--- config.mk ---
export PLATFORM = sky130hd
export DESIGN_NAME = seq_pattern_gen_flat
export DESIGN_NICKNAME = d
export VERILOG_FILES = /design/src/rtl/seq_pattern_gen_pkg.sv /design/src/rtl/seq_pattern_gen_if.sv /design/src/rtl/seq_pattern_gen_shifter.sv /design/src/rtl/seq_pattern_gen.sv /design/src/flat_wrapper.sv
export SDC_FILE = /design/constraint.sdc
export NUM_CORES = 1
export LEC_CHECK = 0
export ABC_AREA = 1
export BUFFER_PORTS_ARGS = -buffer_cell sky130_fd_sc_hd__buf_4
export CORE_UTILIZATION = 40
export CTS_CLUSTER_SIZE = 20
export DETAILED_ROUTE_END_ITERATION = 10
export PLACE_DENSITY_LB_ADDON = 0.08
export SLEW_MARGIN = 15
export SYNTH_ARGS = -nofsm -noshare
export SYNTH_HDL_FRONTEND = slang
export SYNTH_HIERARCHICAL = 1
export SYNTH_SLANG_ARGS = --single-unit
--- constraint.sdc ---
create_clock -name clk -period 1.9 [get_ports clk]
set_clock_uncertainty 0.1 [all_clocks]
set_input_delay 0 -clock clk [delete_from_list [all_inputs] [get_ports clk]]
set_output_delay 0 -clock clk [all_outputs]
set_load 0.03 [all_outputs]
--- src/rtl/seq_pattern_gen_pkg.sv ---
// rtl/seq_pattern_gen_pkg.sv - state encoding shared by the serial pattern generator
// The encoding is visible on the A/B outputs, so the values are fixed.
package seq_gen_pkg;

  typedef enum logic [1:0] {
    ST_IDLE = 2'b00,
    ST_SEND = 2'b01,
    ST_GAP  = 2'b10,
    ST_DONE = 2'b11
  } state_t;

endpackage

--- src/rtl/seq_pattern_gen_if.sv ---
// rtl/seq_pattern_gen_if.sv - request and serial-output bundle of seq_pattern_gen
// master drives the request, slave is the generator.
interface seq_pattern_gen_if #(
  parameter int WIDTH = 8,
  parameter int LW    = $clog2(WIDTH + 1),
  parameter int RW    = 4
);

  logic             start;
  logic [WIDTH-1:0] pattern_in;
  logic [LW-1:0]    length_in;
  logic [RW-1:0]    repeat_in;
  logic             x;
  logic             x_valid;
  logic             busy;
  logic             done;
  logic             A;
  logic             B;

  modport master (
    output start, pattern_in, length_in, repeat_in,
    input  x, x_valid, busy, done, A, B
  );

  modport slave (
    input  start, pattern_in, length_in, repeat_in,
    output x, x_valid, busy, done, A, B
  );

endinterface

--- src/rtl/seq_pattern_gen_shifter.sv ---
// rtl/seq_pattern_gen_shifter.sv - loadable MSB-first shifter with shadow copy and bit counter
// Parity accumulator exists only with SEQ_PATTERN_GEN_PARITY_EN defined.
module seq_gen_shifter #(
  parameter int WIDTH = 8,
  parameter int LW    = $clog2(WIDTH + 1)
) (
  input  logic             clk,
  input  logic             reset,
  input  logic             load,
  input  logic             reload,
  input  logic             shift,
  input  logic [WIDTH-1:0] data,
  output logic             msb,
  output logic [LW-1:0]    cnt
`ifdef SEQ_PATTERN_GEN_PARITY_EN
  ,
  output logic             parity
`endif
);

  logic [WIDTH-1:0] shreg;
  logic [WIDTH-1:0] shadow;

  assign msb = shreg[WIDTH-1];

  always_ff @(posedge clk) begin
    if (reset) begin
      shreg  <= '0;
      shadow <= '0;
      cnt    <= '0;
    end else if (load) begin
      shreg  <= data;
      shadow <= data;
      cnt    <= '0;
    end else if (reload) begin
      shreg <= shadow;
      cnt   <= '0;
    end else if (shift) begin
      shreg <= {shreg[WIDTH-2:0], 1'b0};
      cnt   <= cnt + LW'(1);
    end
  end

`ifdef SEQ_PATTERN_GEN_PARITY_EN
  always_ff @(posedge clk) begin
    if (reset || load || reload) begin
      parity <= 1'b0;
    end else if (shift) begin
      parity <= parity ^ shreg[WIDTH-1];
    end
  end
`endif

endmodule

--- src/rtl/seq_pattern_gen.sv ---
// rtl/seq_pattern_gen.sv - repeating MSB-first serial pattern source with idle gap
// Optional even-parity bit per frame under SEQ_PATTERN_GEN_PARITY_EN.
module seq_pattern_gen
  import seq_gen_pkg::*;
#(
  parameter int WIDTH      = 8,
  parameter int LW         = $clog2(WIDTH + 1),
  parameter int RW         = 4,
  parameter int GAP_CYCLES = 1
) (
  input  logic                clk,
  input  logic                reset,
  seq_pattern_gen_if.slave    bus
);

  localparam int              GW       = (GAP_CYCLES > 1) ? $clog2(GAP_CYCLES) : 1;
  localparam logic [GW-1:0]   GAP_LAST = GW'((GAP_CYCLES > 0) ? GAP_CYCLES - 1 : 0);
  localparam logic [LW-1:0]   LEN_MAX  = LW'(WIDTH);

  state_t        st;
  logic [LW-1:0] len;
  logic [RW-1:0] reps;
  logic [GW-1:0] gcnt;
  logic          load;
  logic          reload;
  logic          shift;
  logic          msb;
  logic [LW-1:0] cnt;
  logic          frame_end;
  logic          bit_out;

`ifdef SEQ_PATTERN_GEN_PARITY_EN
  logic parity;
  logic par_slot;
  // the parity slot holds the shifter still so the accumulator stays valid
  assign par_slot  = (cnt == len);
  assign frame_end = par_slot;
  assign bit_out   = par_slot ? parity : msb;
  assign shift     = (st == ST_SEND) && !par_slot;
`else
  assign frame_end = (cnt == len - LW'(1));
  assign bit_out   = msb;
  assign shift     = (st == ST_SEND);
`endif

  assign load   = (st == ST_IDLE) && bus.start && (bus.length_in != '0);
  assign reload = ((st == ST_SEND) && frame_end && (reps != '0) && (GAP_CYCLES == 0))
               || ((st == ST_GAP) && (gcnt == GAP_LAST));

  seq_gen_shifter #(.WIDTH(WIDTH), .LW(LW)) u_shifter (
    .clk    (clk),
    .reset  (reset),
    .load   (load),
    .reload (reload),
    .shift  (shift),
    .data   (bus.pattern_in),
    .msb    (msb),
    .cnt    (cnt)
`ifdef SEQ_PATTERN_GEN_PARITY_EN
    ,
    .parity (parity)
`endif
  );

  // outputs present the state of the previous cycle, so x, x_valid, done and A/B stay aligned
  always_ff @(posedge clk) begin
    if (reset) begin
      st          <= ST_IDLE;
      len         <= '0;
      reps        <= '0;
      gcnt        <= '0;
      bus.x       <= 1'b0;
      bus.x_valid <= 1'b0;
      bus.busy    <= 1'b0;
      bus.done    <= 1'b0;
      bus.A       <= 1'b0;
      bus.B       <= 1'b0;
    end else begin
      bus.x            <= (st == ST_SEND) & bit_out;
      bus.x_valid      <= (st == ST_SEND);
      bus.busy         <= (st != ST_IDLE);
      bus.done         <= (st == ST_DONE);
      {bus.A, bus.B}   <= st;
      case (st)
        ST_IDLE: begin
          if (load) begin
            len  <= (bus.length_in > LEN_MAX) ? LEN_MAX : bus.length_in;
            reps <= bus.repeat_in;
            st   <= ST_SEND;
          end
        end
        ST_SEND: begin
          if (frame_end) begin
            if (reps != '0) begin
              reps <= reps - RW'(1);
              if (GAP_CYCLES > 0) begin
                gcnt <= '0;
                st   <= ST_GAP;
              end
            end else begin
              st <= ST_DONE;
            end
          end
        end
        ST_GAP: begin
          if (gcnt == GAP_LAST) st <= ST_SEND;
          else                  gcnt <= gcnt + GW'(1);
        end
        ST_DONE: st <= ST_IDLE;
        default: st <= ST_IDLE;
      endcase
    end
  end

endmodule

--- src/flat_wrapper.sv ---
// flat-port wrapper written by rule: the top's interface ports become plain ports
module seq_pattern_gen_flat import seq_gen_pkg::*;
#(
  parameter int WIDTH      = 8,
  parameter int LW         = $clog2(WIDTH + 1),
  parameter int RW         = 4,
  parameter int GAP_CYCLES = 1
)
  (clk, reset, bus_start, bus_pattern_in, bus_length_in, bus_repeat_in, bus_x, bus_x_valid, bus_busy, bus_done, bus_A, bus_B);
  seq_pattern_gen_if #(.WIDTH(WIDTH), .LW(LW), .RW(RW)) bus_i ();
  input  logic clk;
  input  logic reset;
  input wire logic [$bits(bus_i.start)-1:0] bus_start;
  input wire logic [$bits(bus_i.pattern_in)-1:0] bus_pattern_in;
  input wire logic [$bits(bus_i.length_in)-1:0] bus_length_in;
  input wire logic [$bits(bus_i.repeat_in)-1:0] bus_repeat_in;
  output wire logic [$bits(bus_i.x)-1:0] bus_x;
  output wire logic [$bits(bus_i.x_valid)-1:0] bus_x_valid;
  output wire logic [$bits(bus_i.busy)-1:0] bus_busy;
  output wire logic [$bits(bus_i.done)-1:0] bus_done;
  output wire logic [$bits(bus_i.A)-1:0] bus_A;
  output wire logic [$bits(bus_i.B)-1:0] bus_B;
  assign bus_i.start = bus_start;
  assign bus_i.pattern_in = bus_pattern_in;
  assign bus_i.length_in = bus_length_in;
  assign bus_i.repeat_in = bus_repeat_in;
  assign bus_x = bus_i.x;
  assign bus_x_valid = bus_i.x_valid;
  assign bus_busy = bus_i.busy;
  assign bus_done = bus_i.done;
  assign bus_A = bus_i.A;
  assign bus_B = bus_i.B;
  seq_pattern_gen #(.WIDTH(WIDTH), .LW(LW), .RW(RW), .GAP_CYCLES(GAP_CYCLES)) u_core (.clk(clk), .reset(reset), .bus(bus_i));
endmodule
Word level (Yosys, flattened, before mapping)
Index checks and enable logic that the tools add are counted.
Storage, ports and cells
  flip-flop bits (word level): 37
  input bits: 19
  output and inout port bits: 6
  logic and storage cells: 60
Operators by class
  add/subtract/negate cells: 4
  order comparisons: 1
  equality and inequality tests: 8
  mux-type cells: 17
  bitwise gates (word level): 2
  reduce and logical (&&, ||, !) cells: 15
Operators by type and width (number)
  $mux W8: 3
  $mux W4: 4
  $pmux W2 S4: 1
  $pmux W4 S2: 1
  $reduce_bool A4 Y1: 2
  $sub A4 B1 Y4 const B: 2
  $mux W2: 3
  $ne A2 B2 Y1 const B: 3
  $reduce_and A3 Y1: 2
  $reduce_bool A2 Y1: 3
  $add A4 B1 Y4 const B: 1
  $eq A2 B2 Y1 const B: 2
  $eq A4 B4 Y1: 1
  $gt A4 B4 Y1 const B: 1
  $mux W1: 4
  $reduce_and A4 Y1: 1
  $logic_and A1 B1 Y1: 3
  $reduce_bool A3 Y1: 1
  $reduce_or A3 Y1: 1
  $eq A2 B1 Y1 const B: 1
  $logic_not A2 Y1: 1
  $ne A2 B1 Y1 const B: 1
  $pmux W1 S2: 1
  $reduce_and A2 Y1: 1
  other kinds (3): 3

Depth between registers and ports, before layout
Gate-level depths: netlist of run 1.
  depth after elaboration: 5
  gate-level depth with buffers: 13
  depth with buffers taken out: 13

By module
Netlist of run 1, hierarchy kept.
Modules (own cells, without submodules)
  seq_gen_shifter: times used 1, cells each 148, area each 993.5 um2, seq. area each 400.4 um2
  seq_pattern_gen: times used 1, cells each 126, area each 850.8 um2, seq. area each 320.3 um2

Worst setup path before layout of run 1
OpenSTA, ideal clock, no wires.
  path kind: register to register
  start: register u_core.len[0]
  end: register u_core.reps[0]
  library setup time: 114 ps
  arrival time: 1400 ps
  data required time: 1686 ps
  slack: 286 ps
  cell stages (with the launch flop): 13
  buffers on the path: 0
  period minus slack after synthesis: 1614 ps
  path through: dfxtp_1 > inv_2 > ha_1 > nand2_1 > inv_1 > nor2_1 > nand2_1 > nor2_1 > nand2_1 > nand2_2 > nand3_4 > nor2_1 > nor2_2
Between the ends
  cells in the longest elaborated chain, start to end: 4
RTL lines
  start: declaration: line seq_pattern_gen.sv:21  | logic [LW-1:0] len;
  start signal: assignment: line seq_pattern_gen.sv:87  | len <= (bus.length_in > LEN_MAX) ? LEN_MAX : bus.length_in;
  $sub A4 B1 Y4: line seq_pattern_gen.sv:41  | assign frame_end = (cnt == len - LW'(1));
  $eq A4 B4 Y1: line seq_pattern_gen.sv:41
  $ne A2 B2 Y1 (no source line)
  $reduce_and A4 Y1 (no source line)
  end signal: assignment: line seq_pattern_gen.sv:88  | reps <= bus.repeat_in;
  end signal: assignment: line seq_pattern_gen.sv:95  | reps <= reps - RW'(1);
  end: declaration: line seq_pattern_gen.sv:22  | logic [RW-1:0] reps;
Every way passes these cells.
A chain may end at the register's enable or synchronous reset.

Worst setup path after layout of run 1
  start: register u_core.len[0]
  end: register u_core.reps[1]
Same word-level chain as after synthesis.

==> metrics.md, run 1 <==
| Metric | Value |
|---|---|
| Setup crit start kind | `flip-flop` |
| Ys async rst share | `0` |
| Core Rows | `24` |
| PD cells | `1190 nW/µm²` |
| Synth cell types | `26` |
| Vias in the first global route | `1563` |
| Final Non-Filler Cells | `370` |
| Pin count of the biggest net entering global routing | `22` |
| DR vias | `1683` |
| Layout cells sized above 1 | `0.173` |
| DR vias/cell | `4.55` |
| RR Startpoint | `u_core/len[0]$_SDFFE_PP0P_` |
| Cell count after placement | `346` |
| Syn Inst Count | `274` |
| Fin crit period | `1750 ps` |
| # IOs | `25` |
| Part of the cycle the worst path needs | `0.923` |
| Initial antenna violation count | `0` |
| Slowest stage delay, CP | `390 ps` |
| Gr usage total | `0.174` |
| Die height | `69.9 µm` |
| Clk sinks | `36` |
| DR pass1 iterations | `4` |
| Routed len/inst | `10.4 µm` |
| Global-route wire length before repair | `6810 µm` |
| Worst EP arrival | `1840 ps` |
| Final hold violations | `0` |
| Flop2flop setup slack | `150 ps` |
| CTS tree | `done` |
| Area contributors post-synth | `dfxtp_1, nand2_1, a21oi_1` |
| Max Clk Rate | `570 MHz` |
| Antenna cell count | `0` |
| Overall power | `2.72 mW` |
| Post-synth top area share | `0.391` |
| Slowest CP cell | `dfxtp_1` |
| Gpl congestion | `0.750` |
| DRT iter0 DRCs | `107` |
| Clock latency on the worst-skew pair | `290 ps` |
| Kind of critical path | `flip-flop to flip-flop` |
| CTS buffer count | `5` |
| Worst Hold Launch | `bus_start` |
| Global route hottest layer | `met2` |
| Setup Viol. Count Final | `0` |
| Root buf cell | `clkbuf_8` |
| Total grt overflow | `0` |
| Req. time, crit path | `1980 ps` |
| DRC viols | `0` |
| Die width | `69.9 µm` |
| Core Box Area | `4380 µm²` |
| Final Instance Area | `2290 µm²` |
| Synth area leader | `dfxtp_1` |
| Clk pin slew, worst setup/hold paths | `70 ps` |
| Sequential cell area fraction in the yosys report | `0.391` |
| Synth Warn # | `6` |
| Syn Std Cell Area | `1840 µm²` |
| Final nets | `340` |
| Worst path cell trace | `inv_2, ha_1, nand2_1, inv_1, nor2_1, nand2_1, nor2_1, nand2_1, nand2_2, nand3_4, nor2_1, nor2_2` |
| R2R Path End | `u_core/reps[1]$_SDFFE_PP0P_` |
| Slew Limit Fails | `0` |
| Net Count, Synth | `296` |
| Routed WL | `3860 µm` |
| Met3 Use GR | `0.0476` |
| Reg2reg path depth | `12` |
| EDFF count, synth | `0` |
| Die area | `4890 µm²` |
| Endpoint, Worst Hold | `u_core/len[3]$_SDFFE_PP0P_` |
| Initial core utilization | `0.421` |
| Rel. slew slack | `0.742` |
| Area growth, synth to finish | `24.3%` |
| DP HPWL | `2620 µm` |
| Endpoint class of the critical path | `flip-flop` |
| Multi-input logic area | `911 µm²` |
| Clock tree buffer depth | `2` |
| PortBufs | `24` |
| Critical-path maximum fanout | `7` |
| Status | `completed` |
| Met1 global-route usage | `0.227` |
| Main flop type after synthesis | `dfxtp_1` |
| Hold Path Class | `input port to flip-flop` |
| Storage cell area | `721 µm²` |
| Crit. Startpoint | `u_core/len[0]$_SDFFE_PP0P_` |
| Number of buffers added for setup after CTS | `0` |
| Final ANT Viol Nets | `0` |
| Placed Area | `2040 µm²` |
| Sum Neg Setup Slack | `0 ps` |
| Leak | `1.12 nW` |
| Max VDD drop | `0.000789 V` |
| H-tree levels | `2` |
| Synth Register Bits | `36` |
| Maxcap violations | `0` |
| Met2 global-route usage | `0.274` |
| Count leader, synth | `nand2_1` |
| Mapped Avg Cell Area | `6.73 µm²` |
| Post-CTS Hold Fix Bufs | `17` |
| CTS resizes | `0` |
| RSZ-0062 raised after global routing | `no` |
| Fill count | `463` |
| Least-Margin Pin Slew | `387 ps` |
| Synth cell count leaders | `nand2_1, dfxtp_1, inv_1` |
| Hold depth | `4` |
-- metrics by stage --
stage | hold slack, ps | utilization | worst slack (ps)
global placement | 171 | 0.466 | 199
finish | 56.4 | 0.523 | 147
detailed placement | 175 | 0.466 | 147
floorplan | -19.8 | - | 286
global route | 56.8 | 0.523 | 13.9
CTS | 51.1 | 0.523 | 147
-- critical path: cells and delay by family, from the launching register on --
kind / cells / cell delay, ps
AND/OR/NAND/NOR: 9 / 750
flip-flops: 1 / 390
adder cells (fa/ha/maj): 1 / 310
buffers and inverters: 2 / 100
-- registers in the layout (all words and copies together) (netlist names) --
signal                   flops
u_core/bus.A                 1
u_core/bus.B                 1
u_core/bus.busy              1
u_core/bus.done              1
u_core/bus.x                 1
u_core/bus.x_valid           1
u_core/len                   4
u_core/reps                  4
u_core/st                    2
u_core/u_shifter/cnt         4
u_core/u_shifter/shadow      8
u_core/u_shifter/shreg       8
-- power by group --
part / total, mW / internal, mW / leakage (nW) / switching (mW)
registers: 1.02 / 0.926 / 0.295 / 0.0933
logic: 1.19 / 0.455 / 0.786 / 0.731
clock network: 0.516 / 0.249 / 0.0410 / 0.267
-- logic make-up after synthesis --
family | count (synthesis) | share of synthesized area
xor+xnor | 2 | 0.00950
mux | 1 | 0.00543
compound gates | 33 | 0.0909
buf+inv | 45 | 0.115
simple gates | 154 | 0.368
flops | 36 | 0.391
fa+ha+maj | 3 | 0.0204
-- per-layer routing --
metal / vias up / routed length (µm)
met3: 5 / 100
met1: 730 / 2000
met4: 0 / 59
met5: - / 0
met2: 17 / 1690
li1: 931 / -
-- how the worst max path moves through the flow --
stage                     cells past startpoint  slack (ps)                     endpoint
after CTS                                    12         150  u_core/reps[1]$_SDFFE_PP0P_
after global placement                       12         200  u_core/reps[3]$_SDFFE_PP0P_
after global routing                         13          10  u_core/reps[3]$_SDFFE_PP0P_
final                                        12         150  u_core/reps[1]$_SDFFE_PP0P_
after detailed placement                     12         150  u_core/reps[1]$_SDFFE_PP0P_
after floorplan                              12         290  u_core/reps[0]$_SDFFE_PP0P_
-- placed cells by master (no fill, tap or decap), types with 2 or more instances in the layout --
cell type and count:
a21oi_1 28, buf_4 27, clkbuf_8 5, dfxtp_1 36
dlygate4sd3_1 17, ha_1 3, inv_1 29, inv_2 8
nand2_1 98, nand2_2 3, nand3_1 13, nand4_1 2
nor2_1 25, nor2_2 5, nor2_4 2, o21ai_0 4
xor2_1 2
-- area by class of cell --
| cell class | instances | share of cell area |
|---|---|---|
| well taps | 52 | 0.0284 |
| inverters | 38 | 0.0633 |
| clock buffers | 6 | 0.0317 |
| repair buffers | 44 | 0.163 |
| multi-input cells | 193 | 0.397 |
| flip-flops and latches | 36 | 0.314 |
| clock inverters | 1 | 0.00218 |
No activity file was read; power rests on OpenSTA's default activity.
==> run 2, diff against run 1 <==
Settings changed: CORE_UTILIZATION 40 to 30.
==> metrics.md, run 2 (synthesis gave the netlist of run 1 again) <==
| Metric | Value |
|---|---|
| DR vias | `1716 (was 1683)` |
| Overall power | `2.79 mW (was 2.72 mW)` |
| CTS buffer count | `5 (unchanged)` |
| Reg2reg path depth | `12 (unchanged)` |
| Core Box Area | `5920 µm² (was 4380 µm²)` |
| Kind of critical path | `flip-flop to flip-flop (unchanged)` |
| Sum Neg Setup Slack | `0 ps (unchanged)` |
| R2R Path End | `u_core/reps[0]$_SDFFE_PP0P_ (was u_core/reps[1]$_SDFFE_PP0P_)` |
| RR Startpoint | `u_core/len[0]$_SDFFE_PP0P_ (unchanged)` |
| Slowest stage delay, CP | `360 ps (was 390 ps)` |
| Pin count of the biggest net entering global routing | `22 (unchanged)` |
| Critical-path maximum fanout | `7 (unchanged)` |
| DP HPWL | `2830 µm (was 2620 µm)` |
| RSZ-0062 raised after global routing | `no (unchanged)` |
| Setup Viol. Count Final | `0 (unchanged)` |
| CP top delay family | `simple AND/OR/NAND/NOR gates (unchanged)` |
| Initial core utilization | `0.311 (was 0.421)` |
| Part of the cycle the worst path needs | `0.886 (was 0.923)` |
| Gr usage total | `0.145 (was 0.174)` |
| Flop2flop setup slack | `220 ps (was 150 ps)` |
| Worst Setup Slack, final | `217 ps (was 147 ps)` |
| Core Rows | `28 (was 24)` |
| Final nets | `341 (was 340)` |
| DR pass1 iterations | `4 (unchanged)` |
| Clock latency on the worst-skew pair | `280 ps (was 290 ps)` |
| # IOs | `25 (unchanged)` |
| Maxcap violations | `0 (unchanged)` |
| Worst EP arrival | `1760 ps (was 1840 ps)` |
| Root buf cell | `clkbuf_8 (unchanged)` |
| Die height | `80.4 µm (was 69.9 µm)` |
| Fin crit period | `1680 ps (was 1750 ps)` |
| Routed WL | `4190 µm (was 3860 µm)` |
| Req. time, crit path | `1980 ps (about the same)` |
| Setup crit start kind | `flip-flop (unchanged)` |
| Slowest CP cell | `dfxtp_2 (was dfxtp_1)` |
| Final ANT Viol Nets | `0 (unchanged)` |
| DRC viols | `0 (unchanged)` |
| Total grt overflow | `0 (unchanged)` |
| Worst path cell trace | `inv_2, ha_1, nand2_1, inv_1, nor2_1, nand2_1, nor2_1, nand2_1, nand2_2, nand3_4, nor2_1, nor2_2 (unchanged)` |
| Final hold slack | `76.5 ps (was 56.4 ps)` |
| Worst Hold Launch | `bus_start (unchanged)` |
| Number of buffers added for setup after CTS | `0 (unchanged)` |
| Endpoint class of the critical path | `flip-flop (unchanged)` |
| Hold depth | `4 (unchanged)` |
| DRT iter0 DRCs | `49 (was 107)` |
| Global-route wire length before repair | `7150 µm (was 6810 µm)` |
| Largest regs | `u_core/u_shifter/shadow: 8 flops, u_core/u_shifter/shreg: 8 flops (unchanged)` |
| CTS tree | `done (unchanged)` |
| PortBufs | `24 (unchanged)` |
| WL met2 | `1770 µm (was 1690 µm)` |
| Vias in the first global route | `1575 (was 1563)` |
| Top sig layer | `met4 (unchanged)` |
| Gpl congestion | `0.763 (was 0.750)` |
| Layout cells sized above 1 | `0.178 (was 0.173)` |
| Max VDD drop | `0.000569 V (was 0.000789 V)` |
| M1 wire length | `2250 µm (was 2000 µm)` |
| Final hold violations | `0 (unchanged)` |
| Least-Margin Pin Slew | `304 ps (was 387 ps)` |
| Die area | `6460 µm² (was 4890 µm²)` |
| Max Clk Rate | `594 MHz (was 570 MHz)` |
| Commonest non-fill, non-tap cells in the layout | `nand2_1, dfxtp_1, inv_1, buf_4, a21oi_1 (was nand2_1, dfxtp_1, inv_1, a21oi_1, buf_4)` |
| H-tree levels | `2 (unchanged)` |
| PD cells | `1190 nW/µm² (about the same)` |
| Met3 wire len | `103 µm (was 100 µm)` |
| Slew Limit Fails | `0 (unchanged)` |
| Status | `completed (unchanged)` |
| Antenna cell count | `0 (unchanged)` |
| Endpoint, Worst Hold | `u_core/len[3]$_SDFFE_PP0P_ (unchanged)` |
| Bufs and invs on worst path | `2 (unchanged)` |
| Die width | `80.4 µm (was 69.9 µm)` |
| Clock tree buffer depth | `2 (unchanged)` |
| Initial antenna violation count | `0 (unchanged)` |
| DR vias/cell | `4.34 (was 4.55)` |
| Clk pin slew, worst setup/hold paths | `70 ps (about the same)` |
| DP Worst Slack | `179 ps (was 147 ps)` |
| Commonest non-fill, non-tap cell in the layout | `nand2_1 (unchanged)` |
| Hold Path Class | `input port to flip-flop (unchanged)` |
| Rel. slew slack | `0.797 (was 0.742)` |
| Area growth, synth to finish | `27.0% (was 24.3%)` |
| Routed len/inst | `10.6 µm (was 10.4 µm)` |
| Fill count | `647 (was 463)` |
| Leak | `1.13 nW (was 1.12 nW)` |
| Clk sinks | `36 (unchanged)` |
==> run 2: changes by cell type in the layout (fill, tap and decap cells not counted), sizes merged <==
cell    previous run  this run
clkinv             1         0
clkbuf             6         8
buf               27        28
==> run 2: worst max-delay path by stage <==
stage	from	end	slack, ps	depth (start not counted)
after floorplan	u_core/len[0]$_SDFFE_PP0P_	u_core/reps[0]$_SDFFE_PP0P_	290	12
after global placement	u_core/len[0]$_SDFFE_PP0P_	u_core/reps[1]$_SDFFE_PP0P_	210	12
after detailed placement	u_core/len[0]$_SDFFE_PP0P_	u_core/reps[3]$_SDFFE_PP0P_	180	12
after CTS	u_core/len[0]$_SDFFE_PP0P_	u_core/reps[3]$_SDFFE_PP0P_	170	12
after global routing	u_core/len[0]$_SDFFE_PP0P_	u_core/reps[3]$_SDFFE_PP0P_	50	13
final	u_core/len[0]$_SDFFE_PP0P_	u_core/reps[0]$_SDFFE_PP0P_	220	12
==> run 2: per-stage QoR <==
stage | cells | utilization | instance area, µm²
CTS | 395 | 0.395 | 2340
finish | 395 | 0.396 | 2340
global route | 395 | 0.396 | 2340
global placement | 370 | 0.351 | 2080
detailed placement | 370 | 0.351 | 2080
floorplan | 274 | - | 1840
==> run 2: timing repair <==
action | in CTS | in global routing
resized for setup | 0 | 1
setup endpoints to repair | 0 | 2
endpoints found under the hold margin | 28 | 0
hold buffers | 17 | 0
==> run 2: layout make-up <==
cell class,instances,area (µm²),area share
Multi-Input combinational cell,193,911,0.389
Sequential cell,36,722,0.308
Timing Repair Buffer,45,380,0.162
Inverter,38,145,0.0620
Tap cell,75,93.8,0.0401
Clock buffer,8,90.1,0.0385
==> run 2: per-layer routing <==
metal | global-route usage | up-vias
met5 | 0 | -
met4 | 0.0643 | 0
met3 | 0.0318 | 8
li1 | - | 935
met1 | 0.193 | 757
met2 | 0.222 | 16
==> run 2: report_power, final <==
group          internal, mW  switching, mW
sequential            0.926         0.0947
clock                 0.296          0.266
combinational         0.465          0.746
total                  1.69           1.11
==> run 2: worst reg2reg max path, delay by kind of cell, from the launching register on <==
kind                       cells  cell delay [ps]
adders and majority gates      1              290
buffers and inverters          2               90
and+or+nand+nor                9              730
DFF                            1              360
